**src/rtl/ddp_queue_sched.sv**
```systemverilog
// Weighted round-robin scheduler sharing the DDP packet assembler among NQ transmit queues.
// Optional build macro DDP_SCHED_STRICT_PRI_EN: queue 0 gets strict priority over the WRR queues.
module ddp_queue_sched #(
    parameter int NQ    = 4,
    parameter int LEN_W = 8,
    parameter int WGT_W = 4
) (
    input  logic                clock,
    input  logic                reset,
    input  logic [NQ-1:0]       qReq,
    input  logic [NQ*LEN_W-1:0] qLen,
    input  logic                cfgWr,
    input  logic [1:0]          cfgAddr,
    input  logic [WGT_W-1:0]    cfgData,
    input  logic                schedReady,
    input  logic                beatPop,
    input  logic                errClr,
    output logic                schedValid,
    output logic [1:0]          schedQN,
    output logic [LEN_W-1:0]    schedLen,
    output logic                schedDone,
    output logic [1:0]          schedDoneQN,
    output logic                busy,
    output logic                protErr
);

    typedef enum logic [1:0] {IDLE, OFFER, XFER, DONE} state_t;

    state_t             state, state_nxt;
    logic [WGT_W-1:0]   weight [NQ];
    logic [LEN_W-1:0]   q_len  [NQ];
    logic [1:0]         ptr;
    logic [WGT_W-1:0]   burst_cnt;
    logic [LEN_W:0]     beat_cnt;
    logic [NQ-1:0]      elig;
    logic               any_elig;
    logic [1:0]         sel;
    logic               burst_cont;
    logic               last_beat;
    logic               upd_ptr;

    always_comb begin
        for (int i = 0; i < NQ; i++) begin
            q_len[i] = qLen[i*LEN_W +: LEN_W];
            elig[i]  = qReq[i] && (weight[i] != '0);
        end
    end

    assign any_elig = |elig;

    // Scan from the highest offset down so the entry nearest ptr wins.
    always_comb begin
        logic [1:0] idx;
        sel = ptr;
        for (int k = NQ-1; k >= 0; k--) begin
            idx = ptr + 2'(k);
            if (elig[idx]) sel = idx;
        end
`ifdef DDP_SCHED_STRICT_PRI_EN
        if (elig[0]) sel = 2'd0;
`endif
    end

    assign burst_cont = (({1'b0, burst_cnt} + 1'b1) < {1'b0, weight[schedQN]}) && qReq[schedQN];
    assign last_beat  = beatPop && (beat_cnt == (LEN_W+1)'(1));

`ifdef DDP_SCHED_STRICT_PRI_EN
    // Queue-0 grants bypass the round-robin bookkeeping entirely.
    assign upd_ptr = (schedQN != 2'd0);
`else
    assign upd_ptr = 1'b1;
`endif

    always_ff @(posedge clock or negedge reset) begin
        if (!reset) state <= IDLE;
        else        state <= state_nxt;
    end

    always_comb begin
        state_nxt = state;
        case (state)
            IDLE:    if (any_elig) state_nxt = OFFER;
            OFFER:   if (schedReady) state_nxt = XFER;
            XFER:    if (last_beat) state_nxt = DONE;
            DONE:    state_nxt = IDLE;
            default: state_nxt = IDLE;
        endcase
    end

    always_ff @(posedge clock or negedge reset) begin
        if (!reset) begin
            for (int i = 0; i < NQ; i++) weight[i] <= WGT_W'(1);
            ptr       <= '0;
            burst_cnt <= '0;
            beat_cnt  <= '0;
            schedQN   <= '0;
            schedLen  <= '0;
            protErr   <= 1'b0;
        end else begin
            if (cfgWr) weight[cfgAddr] <= cfgData;
            // A new error in the same cycle as errClr keeps the flag set.
            protErr <= (protErr && !errClr) || (beatPop && state != XFER);
            case (state)
                IDLE: if (any_elig) begin
                    schedQN  <= sel;
                    schedLen <= q_len[sel];
                end
                OFFER: if (schedReady) beat_cnt <= {schedLen == '0, schedLen};
                XFER:  if (beatPop) beat_cnt <= beat_cnt - 1'b1;
                DONE: if (upd_ptr) begin
                    if (burst_cont) begin
                        burst_cnt <= burst_cnt + 1'b1;
                    end else begin
                        ptr       <= schedQN + 2'd1;
                        burst_cnt <= '0;
                    end
                end
                default: ;
            endcase
        end
    end

    assign schedValid  = (state == OFFER);
    assign schedDone   = (state == DONE);
    assign schedDoneQN = schedDone ? schedQN : 2'd0;
    assign busy        = (state != IDLE);

endmodule
```
**config.mk**
```make
export PLATFORM = sky130hd
export DESIGN_NAME = ddp_queue_sched
export DESIGN_NICKNAME = d
export VERILOG_FILES = /design/src/rtl/ddp_queue_sched.sv
export SDC_FILE = /design/constraint.sdc
export NUM_CORES = 1
export LEC_CHECK = 0
export ABC_AREA = 1
export ABC_CLOCK_PERIOD_IN_PS = 4810
export BUFFER_PORTS_ARGS = -buffer_cell sky130_fd_sc_hd__buf_4
export CAP_MARGIN = 0
export CORE_AREA = 5 5 88 74
export DETAILED_ROUTE_END_ITERATION = 10
export DIE_AREA = 0 0 93 79
export GPL_TIMING_DRIVEN = 0
export PLACE_DENSITY_LB_ADDON = 0.25
export SYNTH_ARGS = -nofsm -noshare
export SYNTH_HDL_FRONTEND = slang
export SYNTH_SLANG_ARGS = --single-unit
```
**constraint.sdc**
```tcl
create_clock -name clock -period 4.81 [get_ports clock]
set_input_delay 0.2405 -clock clock [delete_from_list [all_inputs] [get_ports clock]]
set_output_delay 0.2405 -clock clock [all_outputs]
set_load 0.05 [all_outputs]
```
==> results.md <==
Outcome:
- The run finished with clean final reports.

Detailed routing:
- The routed design uses 3.20 mm of met2 wire.
- In the final routing, the length of wire on met1 measures 3.58 mm.
- In the final routed layout, each cell accounts on average for 12.9 µm.
- Across all layers, the routed design uses 2,933 vias.
- Using the TritonRoute via totals, the vias-per-cell ratio works out to 5.22.
- The first detailed-routing pass ran for 6 iterations.
- After detailed routing, the number of remaining DRC violations is 0.
- The topmost layer with routed signal wires is met4.
- After detailed routing, the met3 layer carries 384 µm of wire.
- The count of nets left with antenna violations once routing finished came out at 0.
- The final wirelength is 7.23 mm.
- In this run, the number of DRC markers left after iteration 0 of detailed routing was 216.

Place:
- The number of input and output port buffers inserted is 63.
- The detailed placement HPWL is 5.73 mm.
- The cell count after placement is 553.
- At the end of routability-driven placement, the weighted congestion stood at 0.929.
- The post-place setup slack is 2.42 ns.

Clocking:
- In this run the number of H-tree levels came out at 2.
- Gates resized during post-CTS repair numbered 0.
- The maximum clock path buffer count is 2.
- Clock-pin slew was measured on the worst setup and hold paths at 0.09 ns.
- The count of hold buffers inserted by post-cts repair is 1.
- The total clock buffers created by CTS is 5.
- The number of setup buffers added after CTS is 0.
- In this run the clock root is driven by a clkbuf_8.
- TritonCTS built the clock tree.
- The latest clock arrival within the worst-skew pair is 0.30 ns.
- The TritonCTS sink count is 44.

STA:
- Clock skew on the completed layout was measured at 0.0150 ns.
- The count of final max-slew check failures came to 0.
- The setup TNS is 0 ns.
- The final-report hold violation count is 0.
- Setup repair after global routing left no endpoint under its margin.
- The tightest hold margin is 0.0934 ns.
- The final period utilization is 50.2%.
- The routed design could run at a clock period as short as 2.42 ns.
- The final critical-path setup slack is 2.39 ns.
- Measured against its own limit, the worst slew margin works out to 63.4%.
- The final count of negative-setup-slack endpoints is 0.
- The pin slew with the least headroom to its limit is 0.549 ns.
- The maximum clock rate is 414 MHz.

Critical path:
- Counting both buffers and inverters, the worst setup path holds a total of 3.
- The cell type group with the largest total delay on the critical path is compound AO/OA/AOI/OAI gates.
- At the worst endpoint, the arrival time is 2.64 ns.
- The standard cell with the maximum stage delay on the critical path is dfrtp_1.
- The start-to-end type of the worst setup path is reg -> reg.
- The critical path's largest stage delay is 0.48 ns.
- Traced cell by cell, the critical path runs through clkbuf_1 > o21ai_0 > o22ai_1 > inv_1 > ha_1 > a21oi_1 > o211ai_1 > a21oi_1 > nand3_1 > inv_1 > nand3_1 > o21ai_0.
- The kind of capture point of the worst setup path is a flop.
- At the worst endpoint, the required time is 5.03 ns.
- The worst setup path is launched from a flop.
- Along the worst path, the maximum fanout reaches 10.

Logic synthesis:
- The synthesized flop and latch total is 44.
- Counting distinct cell types in the post-synthesis netlist gives 32.
- The Yosys step of the flow raised 0 warnings.
- After synthesis, flip-flops and latches occupy 37.6% of the total area.
- Counting every instance in the synthesized netlist gives 423.
- The post-synthesis instance area is 0.00294 mm².
- Dividing the synthesized area by the synthesized cell count gives 6.95 µm².
- The post-synthesis net count is 481.

Cells and area:
- The layout filler cell count is 540.
- The share of final-layout standard cells stronger than drive strength 1 is 19.4%.
- The antenna cell count is 0.
- The number of nets in the layout is 552.
- The final cell utilization of the core is 63.9%.
- The synthesis-to-finish area growth is 22.3%.
- The final standard cell count with taps included and fillers excluded is 562.
- Leaving out fill and tap cells, the most frequent cell in the layout is nand2_1.
- The top cell types in the final layout, fill and taps aside, are nand2_1 (104), inv_1 (64), buf_4 (63).

Run:
- The max-capacitance violation count is 0.

Worst hold path:
- The path class of the tightest hold or removal check is in -> reg.

Global routing:
- The overall track demand over capacity in global routing is 21.3%.
- The global-route wire length before repair is 12.8 mm.
- The number of global-route vias before repair came to 2,729.
- The initial antenna violation count came to 0.
- The pin count of the biggest net entering global routing is 45.
- The global route total overflow is 0.

Die:
- The placeable core region is 0.00563 mm².
- The number of placed I/O pins is 64.
- Measured along the x axis, the die boundary spans 93 µm.
- Measured along the y axis, the die boundary spans 79 µm.
- The starting density of the core is 52.2%.
- The row count is 25.
- The die covers 0.00735 mm².

Power and ir drop:
- VDD sags by at most 0.343 mV.
- For this design the static power due to leakage is 0.00192 µW.
- The power density relative to cell area is 695 mW/mm².
## synthesized netlist by cell type (all sizes together)
cell | instances | area, µm²
nand4 | 5 | 31.3
a31oi | 1 | 6.26
o21ai | 45 | 236
ha | 10 | 125
dfstp | 4 | 105
clkbuf | 4 | 15.0
a21oi | 16 | 80.1
o31ai | 1 | 7.51
xor2 | 5 | 43.8
o22ai | 4 | 25.0
a22oi | 1 | 7.51
nand2 | 110 | 438
xnor2 | 1 | 8.76
nor4 | 1 | 6.26
inv | 68 | 263
clkinv | 2 | 7.51
o211ai | 6 | 50.1
nor3 | 4 | 25.0
dfrtp | 40 | 1000
buf | 4 | 32.5
nand3 | 52 | 275
nor2 | 39 | 149
## power by group
part	internal, µW	switching [µW]
clock	103	137
combinational	545	1070
sequential	509	137
## cell families (layout without fill, tap and decap cells)
family	after synthesis	count (layout)	share of synthesized area, %
buffers and inverters	78	150	10.8
xor gates and xnor gates	6	6	1.79
DFF	44	44	37.6
AOI/OAI and AO/OA	74	74	14.0
adders and majority gates	10	10	4.26
and+or+nand+nor	211	211	31.5
## final timing paths
path	from	to	slack, ns	depth (start not counted)
min	errClr	protErr	0.09	2
min in group asynchronous	reset	burst_cnt[3]	0.47	2
max reg2reg	schedQN[0]	burst_cnt[1]	2.39	12
min reg2reg	weight[4]	weight[4]	0.52	2
max	schedQN[0]	burst_cnt[1]	2.39	12
max in group asynchronous	reset	weight[4]	3.96	2
## stage by stage
stage          power (µW)  instance area (µm²)
6_report             2500                 3600
5_1_grt              2750                 3600
4_1_cts              2500                 3600
3_5_place_dp         2260                 3500
3_3_place_gp         2220                 3500
2_1_floorplan        1860                 2940
## layout make-up
type	count	area [µm²]	area share, %
multi-input combinational	301	1520	42.1
timing repair buffer	64	483	13.4
buffer	8	47.5	1.32
tap	67	83.8	2.33
sequential	44	1110	30.8
clock inverter	3	21.3	0.592
clock buffer	5	68.8	1.91
inverter	70	270	7.52
## metal layers
layer  global-route usage [%]  vias up
li1                         -     1504
met1                     31.7     1330
met2                     32.8       93
met3                     2.75        6
met4                     5.42        0
met5                        0        -
## flip-flops by register name (all words and copies together) (netlist names)
name	flops
beat_cnt	9
burst_cnt	4
protErr	1
ptr	2
schedLen	8
schedQN	2
state	2
weight	16
Power figures use the tool's default switching activity.
